### config.mk
export PLATFORM = sky130hd
export DESIGN_NAME = hazard_ctrl_flat
export DESIGN_NICKNAME = d
export VERILOG_FILES = /design/src/rtl/pipe_ctrl_pkg.sv /design/src/rtl/hazard_ctrl_if.sv /design/src/rtl/hazard_perf_cnt.sv /design/src/rtl/hazard_ctrl.sv /design/src/flat_wrapper.sv
export SDC_FILE = /design/constraint.sdc
export NUM_CORES = 1
export LEC_CHECK = 0
export ABC_AREA = 1
export BUFFER_PORTS_ARGS = -buffer_cell sky130_fd_sc_hd__buf_2
export CELL_PAD_IN_SITES_DETAIL_PLACEMENT = 1
export CELL_PAD_IN_SITES_GLOBAL_PLACEMENT = 2
export CORE_MARGIN = 1
export CORE_UTILIZATION = 25
export CTS_CLUSTER_SIZE = 25
export DETAILED_ROUTE_END_ITERATION = 6
export GPL_ROUTABILITY_DRIVEN = 0
export MAX_ROUTING_LAYER = met4
export PLACE_DENSITY = 0.82
export SKIP_CTS_REPAIR_TIMING = 1
export SLEW_MARGIN = 30
export SYNTH_ARGS = -nofsm -noshare
export SYNTH_HDL_FRONTEND = slang
export SYNTH_SLANG_ARGS = --single-unit
### constraint.sdc
create_clock -name clk -period 3.5 [get_ports clk]
set_input_delay 0.175 -clock clk [delete_from_list [all_inputs] [get_ports clk]]
set_output_delay 0.175 -clock clk [all_outputs]
set_load 0.005 [all_outputs]
### src/rtl/pipe_ctrl_pkg.sv
// Shared definitions for the pipeline control blocks: sequencer states,
// register-address width and the load-use detection helper.
package pipe_ctrl_pkg;

   localparam int REG_ADDR_W = 5;
   localparam logic [REG_ADDR_W-1:0] REG_ZERO = '0;

   typedef enum logic {
      RUN        = 1'b0,
      REDIR_PEND = 1'b1
   } pipe_state_e;

   // The load result is not forwardable until after MEM, so any consumer in ID
   // of a non-zero load destination must wait one cycle.
   function automatic logic load_use_hit(
      input logic                  mem_read,
      input logic [REG_ADDR_W-1:0] rd,
      input logic [REG_ADDR_W-1:0] rs1,
      input logic [REG_ADDR_W-1:0] rs2,
      input logic                  use_rs1,
      input logic                  use_rs2
   );
      return mem_read && (rd != REG_ZERO) &&
             ((use_rs1 && (rd == rs1)) || (use_rs2 && (rd == rs2)));
   endfunction

endpackage

### src/rtl/hazard_ctrl_if.sv
// Hazard sequencer bus: hazard inputs from the pipeline stages and the
// per-stage enable/flush controls returned to them.
interface hazard_ctrl_if
   import pipe_ctrl_pkg::*;
#(
   parameter int XLEN   = 32,
   parameter int PERF_W = 32
);
   logic [REG_ADDR_W-1:0] ifid_rs1;
   logic [REG_ADDR_W-1:0] ifid_rs2;
   logic                  ifid_use_rs1;
   logic                  ifid_use_rs2;
   logic                  idex_mem_read;
   logic [REG_ADDR_W-1:0] idex_rd;
   logic                  ex_redirect;
   logic [XLEN-1:0]       ex_redirect_target;
   logic                  imem_ready;
   logic                  exmem_mem_req;
   logic                  dmem_ready;

   logic                  pc_write;
   logic                  pc_redirect;
   logic [XLEN-1:0]       pc_target;
   logic                  ifid_write;
   logic                  idex_write;
   logic                  exmem_write;
   logic                  ifid_flush;
   logic                  idex_flush;
   logic                  memwb_flush;
   logic                  mem_timeout;
   logic [PERF_W-1:0]     stall_cnt;
   logic [PERF_W-1:0]     flush_cnt;
   logic [PERF_W-1:0]     load_use_cnt;

   modport master (
      output ifid_rs1, ifid_rs2, ifid_use_rs1, ifid_use_rs2,
             idex_mem_read, idex_rd, ex_redirect, ex_redirect_target,
             imem_ready, exmem_mem_req, dmem_ready,
      input  pc_write, pc_redirect, pc_target, ifid_write, idex_write,
             exmem_write, ifid_flush, idex_flush, memwb_flush, mem_timeout,
             stall_cnt, flush_cnt, load_use_cnt
   );

   modport slave (
      input  ifid_rs1, ifid_rs2, ifid_use_rs1, ifid_use_rs2,
             idex_mem_read, idex_rd, ex_redirect, ex_redirect_target,
             imem_ready, exmem_mem_req, dmem_ready,
      output pc_write, pc_redirect, pc_target, ifid_write, idex_write,
             exmem_write, ifid_flush, idex_flush, memwb_flush, mem_timeout,
             stall_cnt, flush_cnt, load_use_cnt
   );

endinterface

### src/rtl/hazard_perf_cnt.sv
// Saturating performance counters for the hazard sequencer: stall cycles,
// redirect flushes and load-use stalls.
module hazard_perf_cnt #(
   parameter int PERF_W = 32
) (
   input  logic              clk,
   input  logic              rst,
   input  logic              stall_inc,
   input  logic              flush_inc,
   input  logic              lu_inc,
   output logic [PERF_W-1:0] stall_cnt,
   output logic [PERF_W-1:0] flush_cnt,
   output logic [PERF_W-1:0] load_use_cnt
);

   always_ff @(posedge clk or posedge rst) begin
      if (rst) begin
         stall_cnt    <= '0;
         flush_cnt    <= '0;
         load_use_cnt <= '0;
      end else begin
         if (stall_inc && (stall_cnt != '1))
            stall_cnt <= stall_cnt + 1'b1;
         if (flush_inc && (flush_cnt != '1))
            flush_cnt <= flush_cnt + 1'b1;
         if (lu_inc && (load_use_cnt != '1))
            load_use_cnt <= load_use_cnt + 1'b1;
      end
   end

endmodule

### src/rtl/hazard_ctrl.sv
// Five-stage pipeline hazard sequencer: load-use, EX redirect, imem and dmem waits.
// Define HAZARD_PERF_EN to build the saturating performance counters.
//
// state      | meaning
// RUN        | normal flow; redirects applied directly when IF can take them
// REDIR_PEND | redirect target held in tgq until IF accepts it
module hazard_ctrl
   import pipe_ctrl_pkg::*;
#(
   parameter int XLEN        = 32,
   parameter int MEM_TIMEOUT = 255,
   parameter int PERF_W      = 32
) (
   input logic         clk,
   input logic         rst,
   hazard_ctrl_if.slave bus
);

   localparam int WAIT_W = (MEM_TIMEOUT < 2) ? 1 : $clog2(MEM_TIMEOUT);

   pipe_state_e       state_q, state_d;
   logic [XLEN-1:0]   tgq, tgq_d;
   logic [WAIT_W-1:0] wait_cnt;
   logic              mem_timeout_q;

   logic              dstall, lu;
   logic              pc_write, pc_redirect;
   logic [XLEN-1:0]   pc_target;
   logic              ifid_write, idex_write, exmem_write;
   logic              ifid_flush, idex_flush, memwb_flush;

   assign dstall = bus.exmem_mem_req & ~bus.dmem_ready;
   assign lu     = load_use_hit(bus.idex_mem_read, bus.idex_rd, bus.ifid_rs1,
                                bus.ifid_rs2, bus.ifid_use_rs1, bus.ifid_use_rs2);

   always_ff @(posedge clk or posedge rst) begin
      if (rst) begin
         state_q <= RUN;
         tgq     <= '0;
      end else begin
         state_q <= state_d;
         tgq     <= tgq_d;
      end
   end

   always_comb begin
      state_d     = state_q;
      tgq_d       = tgq;
      pc_write    = 1'b1;
      pc_redirect = 1'b0;
      pc_target   = '0;
      ifid_write  = 1'b1;
      idex_write  = 1'b1;
      exmem_write = 1'b1;
      ifid_flush  = 1'b0;
      idex_flush  = 1'b0;
      memwb_flush = 1'b0;

      if (rst) begin
         pc_write    = 1'b0;
         ifid_write  = 1'b0;
         idex_write  = 1'b0;
         exmem_write = 1'b0;
         ifid_flush  = 1'b1;
         idex_flush  = 1'b1;
         memwb_flush = 1'b1;
      end else begin
         case (state_q)
            RUN: begin
               // A dmem wait freezes EX, so the redirect/load-use it holds reappears next cycle.
               if (dstall) begin
                  pc_write    = 1'b0;
                  ifid_write  = 1'b0;
                  idex_write  = 1'b0;
                  exmem_write = 1'b0;
                  memwb_flush = 1'b1;
               end else if (bus.ex_redirect) begin
                  ifid_flush = 1'b1;
                  idex_flush = 1'b1;
                  if (bus.imem_ready) begin
                     pc_redirect = 1'b1;
                     pc_target   = bus.ex_redirect_target;
                  end else begin
                     pc_write = 1'b0;
                     tgq_d    = bus.ex_redirect_target;
                     state_d  = REDIR_PEND;
                  end
               end else if (lu) begin
                  pc_write   = 1'b0;
                  ifid_write = 1'b0;
                  idex_flush = 1'b1;
               end else if (!bus.imem_ready) begin
                  pc_write   = 1'b0;
                  ifid_flush = 1'b1;
               end
            end
            REDIR_PEND: begin
               pc_redirect = 1'b1;
               pc_target   = tgq;
               ifid_flush  = 1'b1;
               if (bus.ex_redirect)
                  tgq_d = bus.ex_redirect_target;
               if (dstall) begin
                  pc_write    = 1'b0;
                  ifid_write  = 1'b0;
                  idex_write  = 1'b0;
                  exmem_write = 1'b0;
                  memwb_flush = 1'b1;
               end else begin
                  pc_write = bus.imem_ready;
                  if (bus.imem_ready)
                     state_d = RUN;
               end
            end
            default: state_d = RUN;
         endcase
      end
   end

   always_ff @(posedge clk or posedge rst) begin
      if (rst) begin
         wait_cnt      <= '0;
         mem_timeout_q <= 1'b0;
      end else if (dstall) begin
         if (wait_cnt != '1)
            wait_cnt <= wait_cnt + 1'b1;
         if ((MEM_TIMEOUT != 0) && (wait_cnt == WAIT_W'(MEM_TIMEOUT - 1)))
            mem_timeout_q <= 1'b1;
      end else begin
         wait_cnt <= '0;
      end
   end

`ifdef HAZARD_PERF_EN
   logic stall_inc, flush_inc, lu_inc;

   assign stall_inc = ~rst & ~pc_write;
   assign flush_inc = ~rst & (state_q == RUN) & ~dstall & bus.ex_redirect;
   assign lu_inc    = ~rst & (state_q == RUN) & ~dstall & ~bus.ex_redirect & lu;

   hazard_perf_cnt #(
      .PERF_W(PERF_W)
   ) u_perf (
      .clk         (clk),
      .rst         (rst),
      .stall_inc   (stall_inc),
      .flush_inc   (flush_inc),
      .lu_inc      (lu_inc),
      .stall_cnt   (bus.stall_cnt),
      .flush_cnt   (bus.flush_cnt),
      .load_use_cnt(bus.load_use_cnt)
   );
`else
   assign bus.stall_cnt    = '0;
   assign bus.flush_cnt    = '0;
   assign bus.load_use_cnt = '0;
`endif

   assign bus.pc_write    = pc_write;
   assign bus.pc_redirect = pc_redirect;
   assign bus.pc_target   = pc_target;
   assign bus.ifid_write  = ifid_write;
   assign bus.idex_write  = idex_write;
   assign bus.exmem_write = exmem_write;
   assign bus.ifid_flush  = ifid_flush;
   assign bus.idex_flush  = idex_flush;
   assign bus.memwb_flush = memwb_flush;
   assign bus.mem_timeout = mem_timeout_q;

endmodule

### src/flat_wrapper.sv
// flat-port wrapper written by rule: the top's interface ports become plain ports
module hazard_ctrl_flat import pipe_ctrl_pkg::*;
#(
   parameter int XLEN        = 32,
   parameter int MEM_TIMEOUT = 255,
   parameter int PERF_W      = 32
)
  (clk, rst, bus_ifid_rs1, bus_ifid_rs2, bus_ifid_use_rs1, bus_ifid_use_rs2, bus_idex_mem_read, bus_idex_rd, bus_ex_redirect, bus_ex_redirect_target, bus_imem_ready, bus_exmem_mem_req, bus_dmem_ready, bus_pc_write, bus_pc_redirect, bus_pc_target, bus_ifid_write, bus_idex_write, bus_exmem_write, bus_ifid_flush, bus_idex_flush, bus_memwb_flush, bus_mem_timeout, bus_stall_cnt, bus_flush_cnt, bus_load_use_cnt);
  hazard_ctrl_if #(.XLEN(XLEN), .PERF_W(PERF_W)) bus_i ();
  input logic clk;
  input logic rst;
  input wire logic [$bits(bus_i.ifid_rs1)-1:0] bus_ifid_rs1;
  input wire logic [$bits(bus_i.ifid_rs2)-1:0] bus_ifid_rs2;
  input wire logic [$bits(bus_i.ifid_use_rs1)-1:0] bus_ifid_use_rs1;
  input wire logic [$bits(bus_i.ifid_use_rs2)-1:0] bus_ifid_use_rs2;
  input wire logic [$bits(bus_i.idex_mem_read)-1:0] bus_idex_mem_read;
  input wire logic [$bits(bus_i.idex_rd)-1:0] bus_idex_rd;
  input wire logic [$bits(bus_i.ex_redirect)-1:0] bus_ex_redirect;
  input wire logic [$bits(bus_i.ex_redirect_target)-1:0] bus_ex_redirect_target;
  input wire logic [$bits(bus_i.imem_ready)-1:0] bus_imem_ready;
  input wire logic [$bits(bus_i.exmem_mem_req)-1:0] bus_exmem_mem_req;
  input wire logic [$bits(bus_i.dmem_ready)-1:0] bus_dmem_ready;
  output wire logic [$bits(bus_i.pc_write)-1:0] bus_pc_write;
  output wire logic [$bits(bus_i.pc_redirect)-1:0] bus_pc_redirect;
  output wire logic [$bits(bus_i.pc_target)-1:0] bus_pc_target;
  output wire logic [$bits(bus_i.ifid_write)-1:0] bus_ifid_write;
  output wire logic [$bits(bus_i.idex_write)-1:0] bus_idex_write;
  output wire logic [$bits(bus_i.exmem_write)-1:0] bus_exmem_write;
  output wire logic [$bits(bus_i.ifid_flush)-1:0] bus_ifid_flush;
  output wire logic [$bits(bus_i.idex_flush)-1:0] bus_idex_flush;
  output wire logic [$bits(bus_i.memwb_flush)-1:0] bus_memwb_flush;
  output wire logic [$bits(bus_i.mem_timeout)-1:0] bus_mem_timeout;
  output wire logic [$bits(bus_i.stall_cnt)-1:0] bus_stall_cnt;
  output wire logic [$bits(bus_i.flush_cnt)-1:0] bus_flush_cnt;
  output wire logic [$bits(bus_i.load_use_cnt)-1:0] bus_load_use_cnt;
  assign bus_i.ifid_rs1 = bus_ifid_rs1;
  assign bus_i.ifid_rs2 = bus_ifid_rs2;
  assign bus_i.ifid_use_rs1 = bus_ifid_use_rs1;
  assign bus_i.ifid_use_rs2 = bus_ifid_use_rs2;
  assign bus_i.idex_mem_read = bus_idex_mem_read;
  assign bus_i.idex_rd = bus_idex_rd;
  assign bus_i.ex_redirect = bus_ex_redirect;
  assign bus_i.ex_redirect_target = bus_ex_redirect_target;
  assign bus_i.imem_ready = bus_imem_ready;
  assign bus_i.exmem_mem_req = bus_exmem_mem_req;
  assign bus_i.dmem_ready = bus_dmem_ready;
  assign bus_pc_write = bus_i.pc_write;
  assign bus_pc_redirect = bus_i.pc_redirect;
  assign bus_pc_target = bus_i.pc_target;
  assign bus_ifid_write = bus_i.ifid_write;
  assign bus_idex_write = bus_i.idex_write;
  assign bus_exmem_write = bus_i.exmem_write;
  assign bus_ifid_flush = bus_i.ifid_flush;
  assign bus_idex_flush = bus_i.idex_flush;
  assign bus_memwb_flush = bus_i.memwb_flush;
  assign bus_mem_timeout = bus_i.mem_timeout;
  assign bus_stall_cnt = bus_i.stall_cnt;
  assign bus_flush_cnt = bus_i.flush_cnt;
  assign bus_load_use_cnt = bus_i.load_use_cnt;
  hazard_ctrl #(.XLEN(XLEN), .MEM_TIMEOUT(MEM_TIMEOUT), .PERF_W(PERF_W)) u_core (.clk(clk), .rst(rst), .bus(bus_i));
endmodule
After elaboration in Yosys (flattened, before gate mapping)
Index checks and enable logic that the tools add are counted.
- input bits: 56
- register bits after elaboration: 42
- word-level logic and storage cells: 73
- output and inout port bits: 137
- add/subtract/negate cells: 1
- equal/unequal tests: 9
- mux-type cells: 47
- reductions and logical operators: 8
- bitwise logic cells: 4
- operators with widths (operator ; count):
    $mux W32 ; 8
    $pmux W32 S2 ; 2
    $mux W1 ; 30
    $mux W8 ; 2
    $eq A5 B5 Y1 ; 2
    $ne A2 B2 Y1 const B ; 5
    $pmux W1 S2 ; 5
    $add A8 B1 Y8 const B ; 1
    $eq A8 B8 Y1 const B ; 1
    $ne A8 B8 Y1 const B ; 1
    $reduce_and A5 Y1 ; 1
    $reduce_bool A5 Y1 ; 1
    $logic_and A1 B1 Y1 ; 4
    $not A1 Y1 ; 3
    $reduce_and A2 Y1 ; 1
    $and A1 B1 Y1 ; 1
    $logic_or A1 B1 Y1 ; 1

Logic depth before layout (Yosys ltp)
- word-level depth: 9
- mapped depth: 10
- gate-level depth less buffers: 10

Worst setup path before layout
Ideal clock, no wire load.
- kind: input-to-output
- from: input rst
- to: output bus_pc_target[22]
- setup slack: 2.076 ns
- arrival: 1.249 ns
- data required time: 3.325 ns
- path buffers: 1
- cell stages on the path: 4
- cells stage by stage: inv_2 > o21ai_4 > buf_6 > a211oi_2
- longest elaborated chain between the ends: 1
- ends and longest elaborated chain (element ; RTL line ; RTL):
    start: declaration ; flat_wrapper.sv:11 ; input logic rst;
    $mux W32 ; hazard_ctrl.sv:59 ; if (rst) begin
    end: declaration ; flat_wrapper.sv:25 ; output wire logic [$bits(bus_i.pc_target)-1:0] bus_pc_target;
Every way passes these cells.

Final worst setup path
- from: register u_core.state_q
- to: output bus_pc_target[21]
- longest elaborated chain between the ends: 3
- ends and longest elaborated chain (element ; RTL line ; RTL):
    start: declaration ; hazard_ctrl.sv:21 ; pipe_state_e state_q, state_d;
    start signal: assignment ; hazard_ctrl.sv:41 ; state_q <= state_d;
    $not A1 Y1 ; hazard_ctrl.sv:68 ; case (state_q)
    $pmux W32 S2 (*) ; hazard_ctrl.sv:68 ;
    $mux W32 (*) ; hazard_ctrl.sv:59 ;
Every way passes the cells marked *; elsewhere a longest branch is shown, timed or not.

==> impl_metrics.toml <==
[timing]
period_share_pct = 62.5
worst_slew_pin_slew_ns = 0.918
setup_ws_ns = 1.31
period_needed_ns = 2.19
slew_viol_final = 0
relSlewSlack_pct = 38.5
final-setup-viol-count = 0
hold_ws_ns = -0.0299
hold_violations = 19
fmax_ghz = 0.457
rsz0062_at_grt = "no"
finalClockSkew_ns = 0.00642
tns_ns = 0

[logic_synthesis]
synth_top_family_by_area = "buffers and inverters"
synth.area.top_cells = "dfrtp_1 31%, buf_4 22%, a211oi_2 11%"
ys_ff_latch = 42
synth-async-reset-ratio_pct = 100
ys_seq_area_share_pct = 30.5
synth_edf_count = 0
avgSynthCellArea_sq_um = 7.81
syn_area_sq_um = 3440
synth.most_common_cell = "buf_4"
synth-adder-area-share_pct = 0.727
synth_xor_xnor_area_share_pct = 0.254
synthCells = 441
synth_top_area_cell = "dfrtp_1"
ys_warn_count = 0
synth.distinct_cells = 31
synthTopCellsByCount = "101 x buf_4, 61 x nor2_1, 58 x nand2_1"
yosys.area.top_type_share_pct = 30.5
synth_compound_area_share_pct = 20.5
yosys.area_share.simple_pct = 17.0
synthMuxAreaShare_pct = 0
synth_ff_type = "dfrtp_1"

[die]
initial_core_util_pct = 25.8
die_h_um = 119
die_area_sq_um = 14200
io_pins = 193
core_area_sq_um = 13300
rows = 42
die_w_um = 119

[setup_path]
crit_buf_inv = 4
crit_type = "flop to output port"
worstPathRequired_ns = 3.32
path_depth = 6
start_kind = "flop"
crit_top_cell = "buf_4"
end_kind = "output port"
cpPeakStageDelay_ns = 0.41
slowest_stage = "dfrtp_1"
startpoint = "u_core.state_q$_DFFE_PP0N_"
r2r-start = "u_core.state_q$_DFFE_PP0N_"
path_max_fanout = 34
cp_cell_sequence = "buf_4, inv_2, buf_4, nor2_1, a211oi_2, buf_2"
path_delay_family = "buffers and inverters"
arrival_ns = 2.01
reg2regPathDepth = 6

[cts]
insertion_delay_ns = 0.29
clk_path_buf_depth = 2
cts_buffers = 5
clk_pin_slew_ns = 0.07
htree_levels = 2
cts_tree = "built"
clockRootBuffer = "clkbuf_16"
cts.sinks = 42

[layout]
area_growth_pct = 12.0
fin_nets = 589
drive_gt1_share_pct = 31.2
fillers = 1704

[global_routing]
grt-ovfl-total = 0
grt_pass1_wl_um = 13300
antenna_found_initial = 1
grt_util_all_layers_pct = 12.0
grt_max_degree = 65
grt_pass1_vias = 2741

[routing]
antenna_left = 0
viasPerCell = 3.96
drt-total-wl_um = 8270
vias = 2806
wl_per_cell_um = 11.7
drtPass1Iterations = 4
drtIter0Drc = 124
drc = 0

[placement]
dp_hpwl_um = 6540
portBuffers = 96
dpl_worst_slack_ns = 1.33

[flow_run]
maxCapViolations = 0

[run_status]
status = "complete, but fails checks"
failed_checks = "negative hold slack"

[pwr]
powerDensity_nw_per_um2 = 394
power.leakage_nw = 2.13
ir_drop_uv = 171
total_power_mw = 1.52

[min_path]
hold_path_class = "input port to asynchronous set/reset pin"
-- power by group --
part / internal (mW) / leakage, nW / switching, mW / total [mW]
logic: 0.164 / 1.55 / 0.281 / 0.445
clock network: 0.268 / 0.0704 / 0.211 / 0.479
registers: 0.561 / 0.512 / 0.0341 / 0.595
total: 0.993 / 2.13 / 0.526 / 1.52
-- sequential cells by signal, indices dropped and copies added (netlist names) --
register and cells:
u_core.wait_cnt 8, u_core.state_q 1, u_core.bus.mem_timeout 1, u_core.tgq 32
-- worst register-to-register path: stages (launching register included) --
cell,delay (ns)
dfrtp_1,0.39
buf_4,0.36
inv_2,0.15
o21ai_2,0.11
nand3_4,0.56
nor2_1,0.40
a21oi_2,0.05
-- metal layers --
layer	wire, um	up-vias	track usage (%)
li1	-	1379	-
met5	0	-	-
met3	658	9	3.02
met2	4020	126	20.2
met4	126	0	4.06
met1	3460	1292	13.9
-- final timing paths --
path | endpoint | slack (ns)
max | bus_pc_target[21] | 1.31
min | u_core.tgq[3]$_DFFE_PP0P_ | -0.03
max reg2reg | u_core.tgq[14]$_DFFE_PP0P_ | 1.34
min reg2reg | u_core.bus.mem_timeout$_DFFE_PP0P_ | 0.48
max in group asynchronous | u_core.tgq[11]$_DFFE_PP0P_ | 2.81
min in group clk | u_core.tgq[9]$_DFFE_PP0P_ | 0.15
-- area by class of cell --
class                   instances  area, sq um  share of cell area [%]
clock inverters                 3         25.0                   0.649
multi-input cells             319         1680                    43.6
well taps                     176          220                    5.71
clock buffers                   5          125                    3.24
repair buffers                101          518                    13.4
inverters                      62          233                    6.03
diodes                          1         2.50                  0.0649
flip-flops and latches         42         1050                    27.2
-- cell families after synthesis --
| group | Yosys count |
|---|---|
| simple gates | 137 |
| compound gates | 83 |
| xor+xnor | 1 |
| flops | 42 |
| other cells | 1 |
| buf+inv | 175 |
| fa+ha+maj | 2 |
-- metrics by stage --
stage / area [sq um] / cells / util [%]
6_report: 3860 / 709 / 28.9
5_1_grt: 3860 / 709 / 28.9
4_1_cts: 3850 / 708 / 28.9
3_5_place_dp: 3700 / 700 / 27.8
3_3_place_gp: 3700 / 700 / 27.8
2_1_floorplan: 3800 / 536 / -
-- cell usage in the layout, fill, tap and decap left out --
master	n
o21ai_2	1
o21ai_4	1
o21ai_1	23
nand3_4	1
buf_2	96
o21ai_0	2
nor3_1	2
inv_1	51
a211oi_2	29
buf_4	5
xor2_1	1
nand3_1	7
clkbuf_16	5
conb_1	96
a21oi_1	8
ha_1	2
nor2_2	1
nand2_1	58
a21oi_2	9
inv_2	11
nand4_1	2
nor4_1	1
a31oi_1	2
clkinvlp_4	1
inv_6	1
nor3_4	2
nor2_1	61
clkinv_4	1
diode_2	1
o21bai_1	1
nor2_4	1
a211oi_1	7
nand2_2	1
dfrtp_1	42
(Power assumes the default switching activity.)
